[src/rtl/front_end_mc_if.sv]
// Handshake bundle between the burst sequencer and its host, input memory,
// core and output FIFOs.
interface front_end_mc_if #(
    parameter int unsigned N_CH  = 2,
    parameter int unsigned CNT_W = 16
);
    logic             start;
    logic [CNT_W-1:0] len;
    logic [N_CH-1:0]  ch_en;
    logic [N_CH-1:0]  full;
    logic             abort;
    logic             rden;
    logic [CNT_W-1:0] addr;
    logic             en;
    logic [N_CH-1:0]  wr;
    logic             busy;
    logic             done;
    logic             err;

    modport master (
        output start, len, ch_en, full, abort,
        input  rden, addr, en, wr, busy, done, err
    );

    modport slave (
        input  start, len, ch_en, full, abort,
        output rden, addr, en, wr, busy, done, err
    );
endinterface

[src/rtl/front_end_mc.sv]
// Burst sequencer: reads len words from input memory, advances a fixed-latency core
// and writes results to the masked output FIFOs, draining the pipe before done.
module front_end_mc #(
    parameter int unsigned N_CH     = 2,
    parameter int unsigned CNT_W    = 16,
    parameter int unsigned PIPE_LAT = 2
) (
    input  logic              aclk,
    input  logic              aresetn,
    front_end_mc_if.slave     bus
);

    typedef enum logic [2:0] {StIdle, StFirst, StRun, StDrain, StDone} state_e;

    state_e              state_q, state_d;
    logic [CNT_W-1:0]    rd_cnt_q, rd_cnt_d;
    logic [CNT_W-1:0]    en_cnt_q, en_cnt_d;
    logic [CNT_W-1:0]    len_q, len_d;
    logic [N_CH-1:0]     mask_q, mask_d;
    logic [PIPE_LAT-1:0] vld_q, vld_d;
    logic                err_q, err_d;

    logic                stall;
    logic                tail;
    logic [PIPE_LAT-1:0] vld_run;
    logic [PIPE_LAT-1:0] vld_drain;
    logic                rden, en, busy, done;
    logic [N_CH-1:0]     wr;

    // Stall uses the mask latched at start so a live ch_en change cannot disturb a burst.
    assign stall     = |(bus.full & mask_q);
    assign tail      = vld_q[PIPE_LAT-1];
    // Shift images: RUN shifts in a 1 (en is high whenever a shift happens), DRAIN a 0.
    assign vld_run   = (vld_q << 1) | PIPE_LAT'(1);
    assign vld_drain = vld_q << 1;

    always_comb begin
        state_d  = state_q;
        rd_cnt_d = rd_cnt_q;
        en_cnt_d = en_cnt_q;
        len_d    = len_q;
        mask_d   = mask_q;
        vld_d    = vld_q;
        err_d    = err_q;
        rden     = 1'b0;
        en       = 1'b0;
        wr       = '0;
        busy     = 1'b0;
        done     = 1'b0;

        case (state_q)
            StIdle: begin
                if (bus.start) begin
                    if (bus.len != '0) begin
                        state_d  = StFirst;
                        len_d    = bus.len;
                        mask_d   = bus.ch_en;
                        rd_cnt_d = '0;
                        en_cnt_d = '0;
                        err_d    = 1'b0;
                    end else begin
                        state_d = StDone;
                        err_d   = 1'b1;
                    end
                end
            end
            StFirst, StRun, StDrain: begin
                busy = 1'b1;
                if (bus.abort) begin
                    vld_d   = '0;
                    err_d   = 1'b1;
                    state_d = StDone;
                end else if (state_q == StFirst) begin
                    rden     = 1'b1;
                    rd_cnt_d = rd_cnt_q + CNT_W'(1);
                    state_d  = StRun;
                end else begin
                    wr = {N_CH{tail && !stall}} & mask_q;
                    if (state_q == StRun) begin
                        en   = !stall;
                        rden = !stall && (rd_cnt_q < len_q);
                        if (rden) rd_cnt_d = rd_cnt_q + CNT_W'(1);
                        if (!stall) vld_d = vld_run;
                        if (en) begin
                            en_cnt_d = en_cnt_q + CNT_W'(1);
                            if (en_cnt_q == len_q - CNT_W'(1)) state_d = StDrain;
                        end
                    end else if (!stall) begin
                        vld_d = vld_drain;
                        if (vld_drain == '0) state_d = StDone;
                    end
                end
            end
            StDone: begin
                done    = 1'b1;
                state_d = StIdle;
            end
            default: state_d = StIdle;
        endcase
    end

    always_ff @(posedge aclk or negedge aresetn) begin
        if (!aresetn) begin
            state_q  <= StIdle;
            rd_cnt_q <= '0;
            en_cnt_q <= '0;
            len_q    <= '0;
            mask_q   <= '0;
            vld_q    <= '0;
            err_q    <= 1'b0;
        end else begin
            state_q  <= state_d;
            rd_cnt_q <= rd_cnt_d;
            en_cnt_q <= en_cnt_d;
            len_q    <= len_d;
            mask_q   <= mask_d;
            vld_q    <= vld_d;
            err_q    <= err_d;
        end
    end

    assign bus.rden = rden;
    assign bus.addr = busy ? rd_cnt_q : '0;
    assign bus.en   = en;
    assign bus.wr   = wr;
    assign bus.busy = busy;
    assign bus.done = done;
    assign bus.err  = err_q;

endmodule

[src/flat_wrapper.sv]
// flat-port wrapper written by rule: the top's interface ports become plain ports
module front_end_mc_flat 
#(
    parameter int unsigned N_CH     = 2,
    parameter int unsigned CNT_W    = 16,
    parameter int unsigned PIPE_LAT = 2
)
  (aclk, aresetn, bus_start, bus_len, bus_ch_en, bus_full, bus_abort, bus_rden, bus_addr, bus_en, bus_wr, bus_busy, bus_done, bus_err);
  front_end_mc_if #(.N_CH(N_CH), .CNT_W(CNT_W)) bus_i ();
  input  logic aclk;
  input  logic aresetn;
  input wire logic [$bits(bus_i.start)-1:0] bus_start;
  input wire logic [$bits(bus_i.len)-1:0] bus_len;
  input wire logic [$bits(bus_i.ch_en)-1:0] bus_ch_en;
  input wire logic [$bits(bus_i.full)-1:0] bus_full;
  input wire logic [$bits(bus_i.abort)-1:0] bus_abort;
  output wire logic [$bits(bus_i.rden)-1:0] bus_rden;
  output wire logic [$bits(bus_i.addr)-1:0] bus_addr;
  output wire logic [$bits(bus_i.en)-1:0] bus_en;
  output wire logic [$bits(bus_i.wr)-1:0] bus_wr;
  output wire logic [$bits(bus_i.busy)-1:0] bus_busy;
  output wire logic [$bits(bus_i.done)-1:0] bus_done;
  output wire logic [$bits(bus_i.err)-1:0] bus_err;
  assign bus_i.start = bus_start;
  assign bus_i.len = bus_len;
  assign bus_i.ch_en = bus_ch_en;
  assign bus_i.full = bus_full;
  assign bus_i.abort = bus_abort;
  assign bus_rden = bus_i.rden;
  assign bus_addr = bus_i.addr;
  assign bus_en = bus_i.en;
  assign bus_wr = bus_i.wr;
  assign bus_busy = bus_i.busy;
  assign bus_done = bus_i.done;
  assign bus_err = bus_i.err;
  front_end_mc #(.N_CH(N_CH), .CNT_W(CNT_W), .PIPE_LAT(PIPE_LAT)) u_core (.aclk(aclk), .aresetn(aresetn), .bus(bus_i));
endmodule
[config.mk]
export PLATFORM = sky130hd
export DESIGN_NAME = front_end_mc_flat
export DESIGN_NICKNAME = d
export VERILOG_FILES = /design/src/rtl/front_end_mc_if.sv /design/src/rtl/front_end_mc.sv /design/src/flat_wrapper.sv
export SDC_FILE = /design/constraint.sdc
export NUM_CORES = 1
export LEC_CHECK = 0
export ABC_AREA = 1
export BUFFER_PORTS_ARGS = -buffer_cell sky130_fd_sc_hd__buf_2
export CAP_MARGIN = 25
export CORE_ASPECT_RATIO = 0.5
export CORE_MARGIN = 3
export CORE_UTILIZATION = 45
export CTS_CLUSTER_DIAMETER = 30
export DETAILED_ROUTE_END_ITERATION = 7
export SETUP_SLACK_MARGIN = 0.5
export SLEW_MARGIN = 20
export SYNTH_ARGS = -nofsm -noshare
export SYNTH_HDL_FRONTEND = slang
export SYNTH_SLANG_ARGS = --single-unit
[constraint.sdc]
create_clock -name aclk -period 2.6 [get_ports aclk]
set_input_delay 0.52 -clock aclk [delete_from_list [all_inputs] [get_ports aclk]]
set_output_delay 0.52 -clock aclk [all_outputs]
set_load 0.1 [all_outputs]
# After elaboration in Yosys (flattened, before gate mapping)
# Index checks and enable logic that the tools add are counted.
dict set report op_classes {
  n_eq_ne 19
  add_sub_neg 3
  n_lt_le_gt_ge 1
  n_reduce_logical 15
  bitwise_logic 2
  mux 45
}
# cell count
set ops {}
lappend ops {{two-way mux 16 bit} 11}
lappend ops {{case mux 16 bit (2 select lines)} 2}
lappend ops {{adder 16 x 1 -> 16 bit, second input constant} 2}
lappend ops {{two-way mux 3 bit} 9}
lappend ops {{== test 16 bit} 1}
lappend ops {{< comparator 16 bit} 1}
lappend ops {{two-way mux 2 bit} 8}
lappend ops {{nonzero test 16 bit} 1}
lappend ops {{subtractor 16 x 1 -> 16 bit, second input constant} 1}
lappend ops {{inequality test 2 bit, second input constant} 7}
lappend ops {{two-way mux 1 bit} 13}
lappend ops {{AND reduction 3 bit} 3}
lappend ops {{AND reduction 7 bit} 1}
lappend ops {{== test 3 x 2 -> 1 bit, second input constant} 2}
lappend ops {{inequality test 3 x 1 -> 1 bit, second input constant} 2}
lappend ops {{case mux 3 bit (2 select lines)} 1}
lappend ops {{AND reduction 6 bit} 1}
lappend ops {{inequality test 5 x 2 -> 1 bit, second input constant} 1}
lappend ops {{inequality test 5 x 4 -> 1 bit, second input constant} 1}
lappend ops {{bitwise AND 2 bit} 2}
lappend ops {{inequality test 2 x 1 -> 1 bit, second input constant} 2}
lappend ops {{inequality test 4 bit, second input constant} 1}
lappend ops {{AND reduction 4 bit} 1}
lappend ops {{== test 3 x 1 -> 1 bit, second input constant} 1}
lappend ops {{9 further kinds} 10}
dict set report totals {
  register_bits 56
  input_bits 24
  out_inout_bits 23
}

# Logic depth before layout (Yosys ltp)
# Gate-level depths: netlist of run 1.
dict set report depth {
  word_depth 9
  ltp_mapped 16
}

# Worst setup path before layout of run 1
# Ideal clock, no wire load.
dict set report synth_timing {
  path_kind {flip-flop to output port}
  startpoint {reg u_core.len_q[7]}
  endpoint {out bus_rden}
  t_required_ns 2.080
  path_buffers 0
  stages_incl_launch_ff 8
  setup_slack_ns -0.602
  arrival_ns 2.682
  path_cell_list {dfrtp_1 > inv_1 > ha_1 > a21oi_1 > o21ai_0 > o21ai_1 > nand2_1 > o22ai_1}
}
dict set report synth_between {
  elab_chain_len 6
}
# item line_no
set synth_lines {}
lappend synth_lines {{from (decl)} front_end_mc.sv:18} ;# logic [CNT_W-1:0] len_q, len_d;
lappend synth_lines {{from (signal assigned)} front_end_mc.sv:115} ;# len_q <= len_d;
lappend synth_lines {{< comparator 16 bit} front_end_mc.sv:81} ;# rden = !stall && (rd_cnt_q < len_q);
lappend synth_lines {{logical AND 1 bit} front_end_mc.sv:81}
lappend synth_lines {{two-way mux 1 bit} front_end_mc.sv:79} ;# if (state_q == StRun) begin
lappend synth_lines {{two-way mux 1 bit} front_end_mc.sv:73} ;# end else if (state_q == StFirst) begin
lappend synth_lines {{two-way mux 1 bit} front_end_mc.sv:69} ;# if (bus.abort) begin
lappend synth_lines {{two-way mux 1 bit} front_end_mc.sv:51} ;# case (state_q)
lappend synth_lines {{to (decl)} flat_wrapper.sv:17} ;# output wire logic [$bits(bus_i.rden)-1:0] bus_rden;
# No other way between the ends.

# Worst setup path after layout of run 1
dict set report layout_timing {
  startpoint {reg u_core.len_q[5]}
  endpoint {out bus_rden}
}
# Same word-level chain as after synthesis.

==> results of run 1 <==
==> worst max-delay path, delay by kind of cell (launching register included) <==
kind	cells	cell delay [ns]
and+or+nand+nor	1	0.11
DFF	1	0.41
buffers and inverters	2	0.31
adders and majority gates	1	0.22
AOI/OAI and AO/OA	4	0.52
==> area by class of cell <==
| class | count | area share, % |
|---|---|---|
| clock buffers | 5 | 2.103 |
| well taps | 117 | 2.460 |
| multi-input cells | 441 | 46.66 |
| flip-flops and latches | 56 | 23.91 |
| repair buffers | 110 | 18.88 |
| inverters | 91 | 5.992 |
==> state kept, by name, summed over array words and instances (netlist names) <==
register and cells:
u_core.state_q 3, u_core.bus.err 1, u_core.en_cnt_q 16, u_core.len_q 16, u_core.mask_q 2, u_core.rd_cnt_q 16
u_core.vld_q 2
==> power by group <==
part           switching (W)  internal, W  total [W]
logic                0.00223      0.00141    0.00364
registers           0.000210      0.00109    0.00130
clock network       0.000303     0.000342   0.000645
==> placed cells by master (no fill, tap or decap), types with 3 or more instances in the layout <==
cell,instances
nand4_1,13
nor4_1,7
inv_2,13
ha_1,11
nand3_2,6
nor2_1,45
nor3_1,7
nand2_1,139
clkbuf_16,6
nand3b_1,5
buf_4,54
inv_1,73
buf_2,25
o21ai_2,14
buf_6,4
o31ai_1,7
nor2_4,28
nand2_4,3
xnor2_1,9
o21ai_1,9
dfrtp_2,17
inv_4,4
buf_12,24
o21ai_0,26
a21oi_1,12
dfrtp_1,39
nand3_1,37
nor3_2,3
nor2_2,9
nand2_2,6
ha_4,6
a21oi_2,3
xor2_1,24
==> routing by layer <==
layer  part of all wire [%]  vias to the layer above
met3                    5.4                       12
met4                   0.88                        0
met1                     50                     1995
met5                      0                        -
li1                       -                     2136
met2                     43                      118
==> what timing repair did <==
| item | 4_1_cts | 5_1_grt |
|---|---|---|
| setup buffers | 33 | 20 |
| endpoints found under the setup margin | 40 | 59 |
| resized for setup | 51 | 50 |
| pin swaps | 11 | 24 |
| cloned | 1 | 2 |
==> path summary, 6_finish.rpt <==
kind | from | slack, ns | endpoint
max in group asynchronous | aresetn | 1.76 | u_core.len_q[10]$_DFFE_PN0P_
min in group aclk | bus_ch_en[0] | 0.48 | u_core.mask_q[0]$_DFFE_PN0P_
worst max-delay path | u_core.len_q[5]$_DFFE_PN0P_ | 0.21 | bus_rden
worst min-delay path | aresetn | 0.25 | u_core.mask_q[0]$_DFFE_PN0P_
worst max register to register | u_core.len_q[1]$_DFFE_PN0P_ | 0.52 | u_core.state_q[0]$_DFFE_PN0P_
worst min register to register | u_core.len_q[12]$_DFFE_PN0P_ | 0.52 | u_core.len_q[12]$_DFFE_PN0P_
==> cells by family (layout without fill, tap and decap cells) <==
group                    count (synthesis)  after routing
flip-flops                              56             56
XOR/XNOR                                33             33
AND/OR/NAND/NOR                        313            313
buffers and inverters                  103            206
adder cells (fa/ha/maj)                 18             18
AO/OA/AOI/OAI                           77             77
==> per-stage QoR <==
step	instance area (um2)	std cells	power, W	setup WS [ns]
5_1_grt	5951	820	0.005981	0.1427
3_3_place_gp	5016	759	0.003873	0.3825
2_1_floorplan	4368	600	0.003304	0.3030
3_5_place_dp	5016	759	0.003894	0.3240
6_report	5951	820	0.005584	0.2116
4_1_cts	5577	798	0.005005	0.2110
==> metrics, run 1 <==
ANT cells=0; die area=0.01060 mm2; Yosys top cell area share=33.37%; pin count of the biggest net entering global routing=32; pwr dens=938.4 mW/mm2; GRT Total Usage=23.25%; CTS tree=built; Setup CP Type=reg -> out; xor/xnor share of the synthesized area=~7%; Slowest cell on crit path=dfrtp_1; Critical Path Start Type=flop; row count=24; hold_buf cts=0; root buf cell=clkbuf_16; Worst setup EP type=primary output; max_slew headroom=56.06%; met2 Resource Use GR=35.97%; count leader, synth=nand2_1; Max Cap Viol=0; clk_lat worst skew=0.29 ns; Least-Margin Pin Slew=between 0.6 and 0.7 ns; VDD IR max=467.8 uV; fill count=around 760; Final Skew=between 0.003 and 0.004 ns; endpoints failing setup=0; Reg area=0.001423 mm2; post-synthesis mux area share=0%; count of cell types in the netlist=36; io pins=47; register bit total from synthesis=56; Layout area overhead=41.72%; EDFF count, synth=0; remaining global-route overflow=0; Synth Area in Adders=5.364%; GR peak layer=met2; synth warn=0; number of CTS-inserted buffers=5; Synth area leaders=dfrtp_1 (33%), nand2_1 (13%), inv_1 (7.7%); run status=finished clean; net count after synthesis=642; Top FF cell, synth=dfrtp_1; DRC viols=0; routed len/inst=roughly 15 um; post-synth top area cell=dfrtp_1; Synth Area in Compound Gates=between 10% and 20%; Detailed Route WL=~12 mm; cell depth of the worst flop-to-flop path=14; Worst Hold Class=in -> async; Leak=~2.6 nW; area of the mapped netlist=about 0.0042 mm2; footprint of the multi-input gates=0.002776 mm2; GPL Wtd Cong=0.9179; CP most frequent cell=o21ai_1; clock sinks=56; Synth Instances=600; Antenna Nets Post-Route=0; Iter 0 DRT Violations=271; Reg clk slew, reported paths=~0.070 ns; RSZ-0062 raised after global routing=true; largest family of logic cells by synthesized area=simple AND/OR/NAND/NOR gates; Chip Width=between 100 and 150 um; CP Data Required Time=2.08 ns; via-per-instance ratio=around 5.2; IO buf count=46; met1 usage=~34%; 1st-pass router iterations=5; endpoints failing hold=0; Die Span Y=74.31 um; initial core utilization=47.24%; Critical Path AT=about 1.9 ns; CTS Buffer Depth=2; fin util=about two thirds; first-pass GRT wire length=19.33 mm; Cell Chain, Critical Path=inv_2, ha_4, a21oi_2, o21ai_1, o21ai_1, nand2_2, o22ai_4, buf_12; Placeable Area=roughly 0.0089 mm2; vias in the first global route=between 3000 and 4000; Final HPWL DP=around 8.4 mm; post-synthesis async set-or-reset flop share=100.0%; min Tclk post-route=2.388 ns; hold slack=approximately 0.25 ns; Slowest Stage Delay on Critical Path=between 0.4 and 0.5 ns; Final Max Slew Viols=0; layout cells sized above 1=between 30% and 40%; fin nets=747; H-tree levels=2; synthesized area per cell=6.998 um2; fraction of the cycle the final worst path needs=about nine tenths; simple-gate share of the synthesized area=approximately 34%; top cells by count, synth=nand2_1 (144), inv_1 (86), nor2_1 (71); Max Freq=about 420 MHz; post-synthesis sequential area ratio=about a third; initial antenna violation count=0; Setup TNS Final=0 ns; Vias=between 4000 and 5000; crit path max fanout=2; GR Util met3=approximately 5.1%
No activity file was read; power rests on OpenSTA's default activity.
==> inputs of run 2 (changes only) <==
Settings changed: CTS_BUF_LIST set to sky130_fd_sc_hd__clkbuf_8.
==> metrics, run 2 (same netlist as run 1, synthesis figures left out) <==
pin count of the biggest net entering global routing=32 (unchanged); most frequent cells in the layout=nand2_1 (132), inv_1 (77), buf_4 (50), nor2_1 (43), dfrtp_1 (38); Worst setup EP type=primary output; fraction of the cycle the final worst path needs=92.58% (+0.72 points); footprint of the multi-input gates=0.002810 mm2 (+1.2%); cell depth of the worst flop-to-flop path=14 (unchanged); most common cell after layout, fill and taps aside=nand2_1; via-per-instance ratio=5.140 (-1.1%); H-tree levels=2 (unchanged); Buf+Inv Stages, Crit Path=3 (+1); initial antenna violation count=0 (unchanged); Max Cap Viol=0 (unchanged); P_sw=0.002827 W (+3.0%); layout cells sized above 1=33.57% (+0.14 points); VDD IR max=489.2 uV (+4.6%); top flop regs=u_core.en_cnt_q: 16 flops, u_core.len_q: 16 flops, u_core.rd_cnt_q: 16 flops; CP most frequent cell=inv_1; CTS tree=built; clock sinks=56 (unchanged); root buf cell=clkbuf_8; Critical Path Start Type=flop; Reg area=0.001424 mm2 (about the same); final total power=0.005630 W (+0.83%); Slowest Stage Delay on Critical Path=0.39 ns (-0.02 ns); pwr dens=942.5 mW/mm2 (+0.45%); RSZ-0062 raised after global routing=true; Slowest cell on crit path=dfrtp_1; crit path max fanout=2 (unchanged); Crit path max-delay family=flip-flops; ANT cells=0 (unchanged); DRC viols=0 (unchanged); Critical Path AT=1.89 ns (+0.02 ns); Antenna Nets Post-Route=0 (unchanged); first-pass GRT wire length=19.12 mm (-1.1%); IO buf count=46 (unchanged); RR Startpoint=u_core.len_q[13]$_DFFE_PN0P_; die area=0.01060 mm2 (unchanged); vias in the first global route=3826 (-1.1%); initial core utilization=47.24% (unchanged); Die Span Y=74.31 um (unchanged); io pins=47 (unchanged); CP Data Required Time=2.08 ns (about the same); Leak=2.637 nW (+0.46%); Setup TNS Final=0 ns (unchanged); number of CTS-inserted buffers=5 (unchanged); 1st-pass router iterations=4 (-1); fill count=754 (-0.13%); endpoints failing hold=0 (unchanged); Reg clk slew, reported paths=0.10 ns (+0.03 ns); FF-to-FF setup slack=0.50 ns (-0.02 ns); row count=24 (unchanged); Setup CP Type=reg -> out; CTS Buffer Depth=2 (unchanged); GPL Wtd Cong=0.9179 (unchanged); Vias=4215 (-1.1%); GRT Total Usage=23.09% (-0.16 points); Gate power share=68.5% (+3.3 points); Max Freq=415.4 MHz (-0.78%); Detailed Route WL=12.60 mm (+1.6%); min Tclk post-route=2.407 ns (+0.01879 ns); max_slew headroom=56.36% (+0.30 points); Final Max Slew Viols=0 (unchanged); share of power burned in registers=23.3% (about the same); Layout area overhead=42.25%; Final HPWL DP=8.364 mm (unchanged); Placeable Area=0.008889 mm2 (unchanged); Chip Width=142.6 um (unchanged); Cell Chain, Critical Path=inv_1, ha_1, nand2_1, inv_1, o21ai_1, nand3_1, nor2_1, nand2_2, o22ai_4, buf_12; Least-Margin Pin Slew=0.6546 ns (-0.004480 ns); internal power=0.002803 W (-1.3%); Sw Ratio=50.22% (+1.0 points); run status=finished clean; Worst Hold Class=in -> async; FF-to-FF End=u_core.rd_cnt_q[9]$_DFFE_PN0P_; remaining global-route overflow=0 (unchanged); routed len/inst=15.37 um (+1.6%); fin nets=747 (unchanged); clk_lat worst skew=0.32 ns (+0.03 ns); Iter 0 DRT Violations=317 (+17%); clock power share=8.2% (-3.4 points); endpoints failing setup=0 (unchanged); hold_buf cts=0 (unchanged); Final Skew=0.006118 ns (+0.002139 ns)
-- run 2: cell types whose count changed in the layout (fill, tap and decap cells not counted), sizes merged --
cell | before | now
buf | 109 | 106
clkbuf | 6 | 9
clkinv | 0 | 1
inv | 91 | 90
-- run 2: worst max-delay path by stage --
stage / start / endpoint / cells past startpoint
3_3_place_gp: u_core.len_q[7]$_DFFE_PN0P_ / bus_rden / 8
4_1_cts: u_core.len_q[1]$_DFFE_PN0P_ / bus_rden / 10
5_1_grt: u_core.len_q[13]$_DFFE_PN0P_ / bus_rden / 10
6_report: u_core.len_q[13]$_DFFE_PN0P_ / bus_rden / 10
2_1_floorplan: u_core.len_q[7]$_DFFE_PN0P_ / bus_rden / 7
3_5_place_dp: u_core.len_q[7]$_DFFE_PN0P_ / u_core.rd_cnt_q[6]$_DFFE_PN0P_ / 11
-- run 2: routing by layer --
layer	routed length, um	GRT usage (%)	vias up
li1	-	-	2144
met1	6211	33.70	1962
met2	5579	34.88	96
met3	697	5.523	13
met4	113	5.269	0
met5	0	0	-
-- run 2: layout make-up --
class                           instances  area share, %
Clock buffer                            5          1.152
Inverter                               91          6.012
Multi-Input combinational cell        441          47.05
Sequential cell                        56          23.84
Tap cell                              117          2.451
Timing Repair Buffer                  110          19.50
-- run 2: metrics by stage --
stage                     util, %  worst slack, ns  hold WS [ns]  std cells  instance area (um2)
after global routing        67.20          0.05868        0.2654        820                 5973
after global placement      56.43           0.3825        0.4688        759                 5016
after floorplan                 -           0.3030        0.2244        600                 4368
after detailed placement    56.43           0.3240        0.4756        759                 5016
final                       67.20           0.1928        0.2171        820                 5973
after CTS                   62.30           0.1743        0.2348        801                 5538
-- run 2: timing repair --
action / 4_1_cts / 5_1_grt
cloned: 1 / 4
setup buffers: 36 / 15
gates resized for setup: 54 / 59
setup endpoints to repair: 40 / 61
pin swaps: 14 / 26
-- run 2: power groups by stage --
stage	Clock (W)	Sequential (W)	Combinational, W
after detailed placement	0	0.00138	0.00252
final	0.000464	0.00131	0.00386
after global routing	0.000514	0.00133	0.00420
after CTS	0.000470	0.00128	0.00309
after global placement	0	0.00137	0.00250
after floorplan	0	0.00134	0.00197
==> inputs of run 3 (changes only) <==
==> constraint.sdc (replaced) <==
create_clock -name aclk -period 2.6 [get_ports aclk]
set_input_delay 0.52 -clock aclk [delete_from_list [all_inputs] [get_ports aclk]]
set_output_delay 0.52 -clock aclk [all_outputs]
set_load 0.02 [all_outputs]
==> metrics, run 3 (same netlist as run 1, synthesis figures left out) <==
Least-Margin Pin Slew=0.5260 ns (-0.1286 ns); pin count of the biggest net entering global routing=45 (+41%); endpoints failing setup=0 (unchanged); Critical Path Start Type=flop; P_sw=0.002286 W (-19%); fraction of the cycle the final worst path needs=90.06% (-2.5 points); RR Startpoint=u_core.len_q[7]$_DFFE_PN0P_; Slowest cell on crit path=dfrtp_2; Critical path destination=bus_rden; Chip Width=142.6 um (unchanged); DRC viols=0 (unchanged); ANT cells=0 (unchanged); row count=24 (unchanged); uppermost routed layer=met4; most common cell after layout, fill and taps aside=nand2_1; Leak=2.427 nW (-8.0%); most frequent cells in the layout=nand2_1 (140), inv_1 (78), nor2_1 (63), buf_2 (41), buf_4 (40); initial core utilization=47.24% (unchanged); endpoints failing hold=0 (unchanged); fill count=825 (+9.4%); routed wl met2=4.946 mm (-11%); cell depth of the worst flop-to-flop path=11 (-3); final total power=0.004694 W (-17%); hold slack=0.09691 ns (-0.1202 ns); internal power=0.002408 W (-14%); first-pass GRT wire length=18.22 mm (-4.7%); H-tree levels=2 (unchanged); Cell Chain, Critical Path=ha_4, o21ai_2, nand2_1, nand3_1, a21oi_2, o21ai_2, nand2_2, o22ai_2, buf_6; Detailed Route WL=11.72 mm (-7.0%); Worst setup EP type=primary output; max_slew headroom=64.61% (+8.2 points); clk_lat worst skew=0.33 ns (about the same); Setup CP Type=reg -> out; 1st-pass router iterations=5 (+1); fin nets=725 (-2.9%); Crit path max-delay family=flip-flops; FF-to-FF setup slack=0.52 ns (+0.02 ns); CTS Buffer Depth=2 (unchanged); pwr dens=899.4 mW/mm2 (-4.6%); clock power share=12.8% (+4.6 points); initial antenna violation count=0 (unchanged); number of CTS-inserted buffers=5 (unchanged); footprint of the multi-input gates=0.002584 mm2 (-8.1%); GRT Total Usage=21.90% (-1.2 points); CP most frequent cell=o21ai_2; die area=0.01060 mm2 (unchanged); Setup TNS Final=0 ns (unchanged); Critical path origin=u_core.rd_cnt_q[1]$_DFFE_PN0P_; post-route insts no fill=801 (-2.3%); Max Freq=427.0 MHz (+2.8%); met3 WL=510 um (-27%); worst slack at placement=0.3148 ns (-0.009266 ns); remaining global-route overflow=0 (unchanged); share of power burned in registers=28.1% (+4.8 points); root buf cell=clkbuf_8; Max Cap Viol=0 (unchanged); CP Data Required Time=2.08 ns (about the same); CTS tree=built; crit path max fanout=2 (unchanged); RSZ-0062 raised after global routing=true; min Tclk post-route=2.342 ns (-0.06550 ns); FF-to-FF End=u_core.rd_cnt_q[0]$_DFFE_PN0P_; Die Span Y=74.31 um (unchanged); Worst Hold Class=in -> async; Sw Ratio=48.70% (-1.5 points); final worst slack=0.2583 ns (+0.06550 ns); GPL Wtd Cong=0.8842 (-3.7%); Iter 0 DRT Violations=269 (-15%); Antenna Nets Post-Route=0 (unchanged); Layout area overhead=24.28%; vias in the first global route=3566 (-6.8%); Buf+Inv Stages, Crit Path=1 (-2); Critical Path AT=1.82 ns (-0.07 ns); via-per-instance ratio=5.089 (-1.0%); Vias=4076 (-3.3%); IO buf count=46 (unchanged); Reg clk slew, reported paths=0.11 ns (about the same); Final HPWL DP=8.289 mm (-0.90%); layout cells sized above 1=27.92% (-5.6 points); clock sinks=56 (unchanged); hold_buf cts=0 (unchanged); Slowest Stage Delay on Critical Path=0.46 ns (+0.07 ns); Reg area=0.001426 mm2 (+0.18%); Placeable Area=0.008889 mm2 (unchanged); Gate power share=59.0% (-9.5 points); Final Max Slew Viols=0 (unchanged); io pins=47 (unchanged); routed len/inst=14.63 um (-4.8%); run status=finished clean; top flop regs=u_core.en_cnt_q: 16 flops, u_core.len_q: 16 flops, u_core.rd_cnt_q: 16 flops; M1 WL=6.194 mm (-0.27%); VDD IR max=555.9 uV (+14%); Final Skew=0.01229 ns (+0.006175 ns); Cells after DPL=758 (-0.13%); number of cells on the critical path=9 (-1)
[run 3: changes by cell type in the layout (fill, tap and decap cells not counted), moves of 4 or more]
cell	delta
buf_2	+17
buf_4	-10
nand2_2	-4
a21oi_1	-4
nand2_1	+8
buf_12	-22
nor2_4	-24
nor2_2	+4
a21oi_2	+4
nor2_1	+20
[run 3: through the flow]
step | instance area [um2] | util (%)
2_1_floorplan | 4199 | -
3_3_place_gp | 4579 | 51.52
3_5_place_dp | 4579 | 51.52
4_1_cts | 4927 | 55.43
5_1_grt | 5219 | 58.71
6_report | 5219 | 58.71
[run 3: area by class of cell]
type                            instances  area share, %
Tap cell                              117          2.805
Multi-Input combinational cell        441          49.51
Timing Repair Buffer                   88          11.53
Inverter                               91          6.761
Clock inverter                          3         0.7432
Clock buffer                            5          1.319
Sequential cell                        56          27.33
[run 3: metal layers]
| metal | track usage [%] | up-vias |
|---|---|---|
| li1 | - | 2094 |
| met1 | 34.78 | 1888 |
| met2 | 31.55 | 87 |
| met3 | 3.725 | 7 |
| met4 | 3.267 | 0 |
| met5 | 0 | - |
[run 3: what timing repair did]
item                                    CTS  global route
buffers inserted                         22            13
pin swaps                                 7            14
endpoints found under the hold margin     0             0
resized for setup                        29            54
endpoints found under the setup margin   42            36
[run 3: worst reg2reg max path, stage by stage (launching register included)]
cell and delay [ns]:
dfrtp_2 0.45, inv_4 0.08, ha_4 0.20, a21oi_1 0.15, o21ai_1 0.11, o21ai_2 0.15, nand2_2 0.09, o21bai_1 0.30
nand2_2 0.11, buf_12 0.19, nand2_1 0.10, o21ai_2 0.05
[run 3: worst min-delay path by stage]
stage	start	to	depth (start not counted)
2_1_floorplan	aresetn	u_core.bus.err$_DFFE_PN0P_	0
3_3_place_gp	u_core.bus.err$_DFFE_PN0P_	u_core.bus.err$_DFFE_PN0P_	1
3_5_place_dp	aresetn	u_core.en_cnt_q[2]$_DFFE_PN0P_	1
4_1_cts	aresetn	u_core.len_q[12]$_DFFE_PN0P_	1
5_1_grt	aresetn	u_core.len_q[0]$_DFFE_PN0P_	1
6_report	aresetn	u_core.len_q[0]$_DFFE_PN0P_	1
[run 3: power groups by stage]
| stage | Combinational [W] | Clock [W] | Sequential, W |
|---|---|---|---|
| 2_1_floorplan | 0.00164 | 0 | 0.00129 |
| 3_3_place_gp | 0.00209 | 0 | 0.00139 |
| 3_5_place_dp | 0.00209 | 0 | 0.00139 |
| 4_1_cts | 0.00244 | 0.000608 | 0.00132 |
| 5_1_grt | 0.00308 | 0.000640 | 0.00134 |
| 6_report | 0.00277 | 0.000603 | 0.00132 |
